File: src/rtl/fmul_rr_scheduler.sv
// Round-robin arbiter sharing one fmul datapath between NREQ requesters.
// Define FMUL_SCHED_PIPE_EN to add an EXEC2 state for a registered fmul.
module fmul_rr_scheduler #(
  parameter int DATA_WIDTH = 64,
  parameter int NREQ       = 4,
  localparam int ID_W      = $clog2(NREQ)
) (
  input  logic                     clk_i,
  input  logic                     rst_i,
  input  logic [NREQ-1:0]          req_valid_i,
  output logic [NREQ-1:0]          req_ready_o,
  input  logic [NREQ*DATA_WIDTH-1:0] req_a_i,
  input  logic [NREQ*DATA_WIDTH-1:0] req_b_i,
  output logic [DATA_WIDTH-1:0]    mul_a_o,
  output logic [DATA_WIDTH-1:0]    mul_b_o,
  input  logic [DATA_WIDTH-1:0]    mul_c_i,
  output logic                     rsp_valid_o,
  input  logic                     rsp_ready_i,
  output logic [DATA_WIDTH-1:0]    rsp_data_o,
  output logic [ID_W-1:0]          rsp_id_o,
  output logic                     busy_o
);

`ifdef FMUL_SCHED_PIPE_EN
  typedef enum logic [1:0] {
    IDLE, EXEC, EXEC2, RESP
  } state_t;
`else
  typedef enum logic [1:0] {
    IDLE, EXEC, RESP
  } state_t;
`endif

  state_t state, state_nx;

  logic [ID_W-1:0]       ptr;
  logic [ID_W-1:0]       id_q;
  logic [DATA_WIDTH-1:0] op_a, op_b;
  logic [DATA_WIDTH-1:0] rsp_data;
  logic                  found;
  logic [ID_W-1:0]       gnt_id;
  logic [DATA_WIDTH-1:0] sel_a, sel_b;
  logic                  sample;

  // first valid at or after ptr, wrapping modulo NREQ
  always_comb begin
    found  = 1'b0;
    gnt_id = '0;
    for (int i = 0; i < NREQ; i++) begin
      int idx;
      idx = int'(ptr) + i;
      if (idx >= NREQ) idx = idx - NREQ;
      if (!found && req_valid_i[idx]) begin
        found  = 1'b1;
        gnt_id = ID_W'(idx);
      end
    end
  end

  always_comb begin
    sel_a = req_a_i[int'(gnt_id)*DATA_WIDTH +: DATA_WIDTH];
    sel_b = req_b_i[int'(gnt_id)*DATA_WIDTH +: DATA_WIDTH];
  end

  always_ff @(posedge clk_i) begin
    if (rst_i) state <= IDLE;
    else       state <= state_nx;
  end

  always_comb begin
    state_nx = state;
    unique case (state)
      IDLE:  if (found) state_nx = EXEC;
`ifdef FMUL_SCHED_PIPE_EN
      EXEC:  state_nx = EXEC2;
      EXEC2: state_nx = RESP;
`else
      EXEC:  state_nx = RESP;
`endif
      RESP:  if (rsp_ready_i) state_nx = IDLE;
      default: state_nx = IDLE;
    endcase
  end

  always_comb begin
    req_ready_o = '0;
    if (state == IDLE && found)
      req_ready_o[gnt_id] = 1'b1;
    busy_o      = (state != IDLE);
    rsp_valid_o = (state == RESP);
`ifdef FMUL_SCHED_PIPE_EN
    sample      = (state == EXEC2);
`else
    sample      = (state == EXEC);
`endif
  end

  always_ff @(posedge clk_i) begin
    if (rst_i) begin
      ptr      <= '0;
      id_q     <= '0;
      op_a     <= '0;
      op_b     <= '0;
      rsp_data <= '0;
    end else begin
      if (state == IDLE && found) begin
        op_a <= sel_a;
        op_b <= sel_b;
        id_q <= gnt_id;
      end
      if (sample)
        rsp_data <= mul_c_i;
      if (state == RESP && rsp_ready_i) begin
        if (id_q == ID_W'(NREQ-1)) ptr <= '0;
        else                       ptr <= id_q + 1'b1;
      end
    end
  end

  assign mul_a_o    = op_a;
  assign mul_b_o    = op_b;
  assign rsp_data_o = rsp_data;
  assign rsp_id_o   = id_q;

endmodule
File: config.mk
export PLATFORM = sky130hd
export DESIGN_NAME = fmul_rr_scheduler
export DESIGN_NICKNAME = d
export VERILOG_FILES = /design/src/rtl/fmul_rr_scheduler.sv
export SDC_FILE = /design/constraint.sdc
export NUM_CORES = 1
export LEC_CHECK = 0
export CAP_MARGIN = 5
export CORE_AREA = 10 10 295 297
export DETAILED_ROUTE_END_ITERATION = 12
export DIE_AREA = 0 0 305 307
export GPL_TIMING_DRIVEN = 0
export PLACE_DENSITY = 0.42
export SLEW_MARGIN = 5
export SYNTH_ARGS = -nofsm -noshare
export SYNTH_HDL_FRONTEND = slang
export SYNTH_SLANG_ARGS = --single-unit
export TNS_END_PERCENT = 30
File: constraint.sdc
create_clock -name clk_i -period 4 [get_ports clk_i]
set_input_delay 0.8 -clock clk_i [delete_from_list [all_inputs] [get_ports clk_i]]
set_output_delay 0.8 -clock clk_i [all_outputs]
set_load 0.1 [all_outputs]
==> results <==
-- through the flow --
stage	hold slack [ns]	std cells	utilization (%)	total power, W
2_1_floorplan	0.507	1346	-	0.00483
3_3_place_gp	0.444	3197	25.4	0.00631
3_5_place_dp	0.447	3197	25.4	0.00632
4_1_cts	0.460	3229	26.1	0.00832
5_1_grt	0.476	3239	26.2	0.00851
6_report	0.458	3243	26.2	0.00817
-- area by class of cell --
type                            instances  share of cell area [%]
Clock buffer                           17                    2.00
Timing Repair Buffer                  781                    36.7
Tap cell                             1070                    6.29
Buffer                                134                    3.84
Sequential cell                       198                    18.6
Inverter                                3                  0.0529
Clock inverter                         15                   0.882
Multi-Input combinational cell       1011                    31.5
Antenna cell                           14                   0.165
-- worst max path at each step --
stage	start	end	slack (ns)	cells after the start
6_report	req_valid_i[2]	req_ready_o[1]	0.16	7
5_1_grt	req_valid_i[2]	req_ready_o[1]	-0.04	7
4_1_cts	req_valid_i[2]	req_ready_o[3]	-0.05	7
3_5_place_dp	req_valid_i[2]	req_ready_o[3]	-0.90	7
3_3_place_gp	req_valid_i[1]	req_ready_o[3]	-0.86	7
2_1_floorplan	req_valid_i[1]	req_ready_o[3]	-0.32	5
-- logic make-up after synthesis --
group,synth area share (%)
muxes,11.2
AOI/OAI and AO/OA,31.0
buffers and inverters,7.22
adders and majority gates,0.109
DFF,34.5
and+or+nand+nor,16.0
-- cells in the final DEF, fill, tap and decap left out, types with 5 or more instances in the layout --
cell | netlist | final
a21o_1 | 127 | 127
a21oi_1 | 71 | 71
buf_1 | 12 | 12
buf_12 | 11 | 11
buf_2 | 42 | 43
buf_6 | 5 | 5
clkbuf_1 | 58 | 58
clkbuf_16 | 0 | 17
clkdlybuf4s50_1 | 0 | 777
dfxtp_1 | 198 | 198
diode_2 | 0 | 14
mux2i_1 | 128 | 128
nand2_1 | 264 | 264
nand2b_1 | 6 | 6
nand3_1 | 130 | 130
nor2_1 | 6 | 6
o211ai_1 | 9 | 9
o211ai_2 | 119 | 119
o21ai_0 | 128 | 128
-- critical path, stage by stage --
cell,delay (ns)
clkdlybuf4s50_1,0.54
nand2b_1,0.17
nand2_1,0.06
o21ai_0,0.45
nand3_1,0.26
nor2_1,0.16
clkdlybuf4s15_2,0.59
-- routing by layer --
metal | GRT usage (%) | vias up
li1 | - | 6438
met3 | 5.66 | 56
met1 | 17.0 | 6413
met5 | 0 | -
met4 | 3.96 | 0
met2 | 28.1 | 585
-- state kept, by name, summed over array words and instances (netlist names) --
register / cells
rsp_data_o: 64
state: 2
mul_a_o: 64
ptr: 2
mul_b_o: 64
rsp_id_o: 2
-- what timing repair did --
| item | 4_1_cts | 5_1_grt |
|---|---|---|
| pin swaps | 0 | 0 |
| setup endpoints to repair | 4 | 3 |
| gates resized for setup | 15 | 4 |
-- report_power, final --
group / switching [W] / internal, W / leakage (nW)
Sequential: 0.000132 / 0.00220 / 1.63
Combinational: 0.00263 / 0.00129 / 6.45
Clock: 0.00107 / 0.000864 / 0.299
==> run metrics <==
metal3 WL 6.38 mm; Yosys top cell area share 34.5%; GRT overflow 0; smallest setup slack after layout 0.161 ns; synthesized area 11500 µm²; max layer used met4; Setup Fix Bufs, Post-CTS 0; register area share after synthesis 34.5%; endpoints failing setup 0; dpl ws -0.902 ns; cts hold-fix bufs 0; drt drc 0; status complete, no violations; Avg WL per Cell 23.8 µm; Top FF cell, synth dfxtp_1; post-place instance area 20600 µm²; endpoints failing hold 0; dpl hpwl 63.9 mm; post-route cell area 21300 µm²; Reg-to-Reg Start ptr[0]$_SDFFE_PP0P_; #FFs+latches synth 198; clk_lat worst skew 0.50 ns; Chip Height 307 µm; Port Buffer Count 781; # IOs 783; die area 93600 µm²; Initial Util 14.1%; Core Area 81300 µm²; vias in the first global route 14200; first drt pass iteration count 6; RSZ-0062 raised after global routing true; WP data required 3.20 ns; worst min-delay path category register to register; Yosys warning total 0; DR vias 13500; filler instances 8715; hold path startpoint rsp_data_o[57]$_SDFFE_PP0N_; Register Area 3960 µm²; critical path class primary input to output port; max-cap check violation count 0; static leakage 8.38 nW; CTS tree built; Sink Count 198; setup TNS 0 ns; Worst Skew 0.0157 ns; synth top area cells dfxtp_1 (35%), o211ai_2 (13%), mux2i_1 (11%); Yosys cell types 36; Iter 0 DRT Violations 705; cell with the most instances after synthesis nand2_1; GRT Overall Usage 15.6%; VDD IR max 0.258 mV; setup slack, reg-to-reg 1.28 ns; CTS buffer count 17; syn_nets 1930; number of synthesized flops with an enable pin 0; htree depth 4; Synth Instances 1346; hold depth 2; hold endpoint rsp_data_o[57]$_SDFFE_PP0N_; pwr/cell area 384 nW/µm²; Rel. slew slack 22.1%; DRT met1 WL 30.1 mm; Slew Limit Fails 0; Synth area leader dfxtp_1; leading cell types by count after synthesis nand2_1 (264), dfxtp_1 (198), nand3_1 (130), mux2i_1 (128), o21ai_0 (128); Syn Area/Cell 8.53 µm²; Routed Antenna Nets 0; Setup crit start kind primary input; FFs w/ async S/R, synth 0%; fraction of layout cells with a size suffix above 1 10.5%; CP Max Fanout 6; fin nets 2730; Final Cycle Share 96.0%; aggregate routed wire length 77.2 mm; GPL Wtd Cong 0.861; first-pass GRT wire length 106 mm; CTS root buffer clkbuf_16; Final Critical Period 3.84 ns; Setup crit end kind output port; via/cell ratio 4.16; Longest Clk Path Bufs 2; Slew @ Worst Pin 1.14 ns; largest net degree at the start of global routing 23; Die X 305 µm; initial antenna violation count 20; P&R area growth vs syn 85.4%; WP data arrival 3.04 ns; Reg clk slew, reported paths 0.09 ns; footprint of the multi-input gates 6700 µm²; row count 105; wire length on met2 39.7 mm; Fmax 0.260 GHz; Crit Reg-Reg Endpoint mul_a_o[18]$_SDFFE_PP0P_; FF-to-FF path depth 7
(Power assumes the default switching activity.)
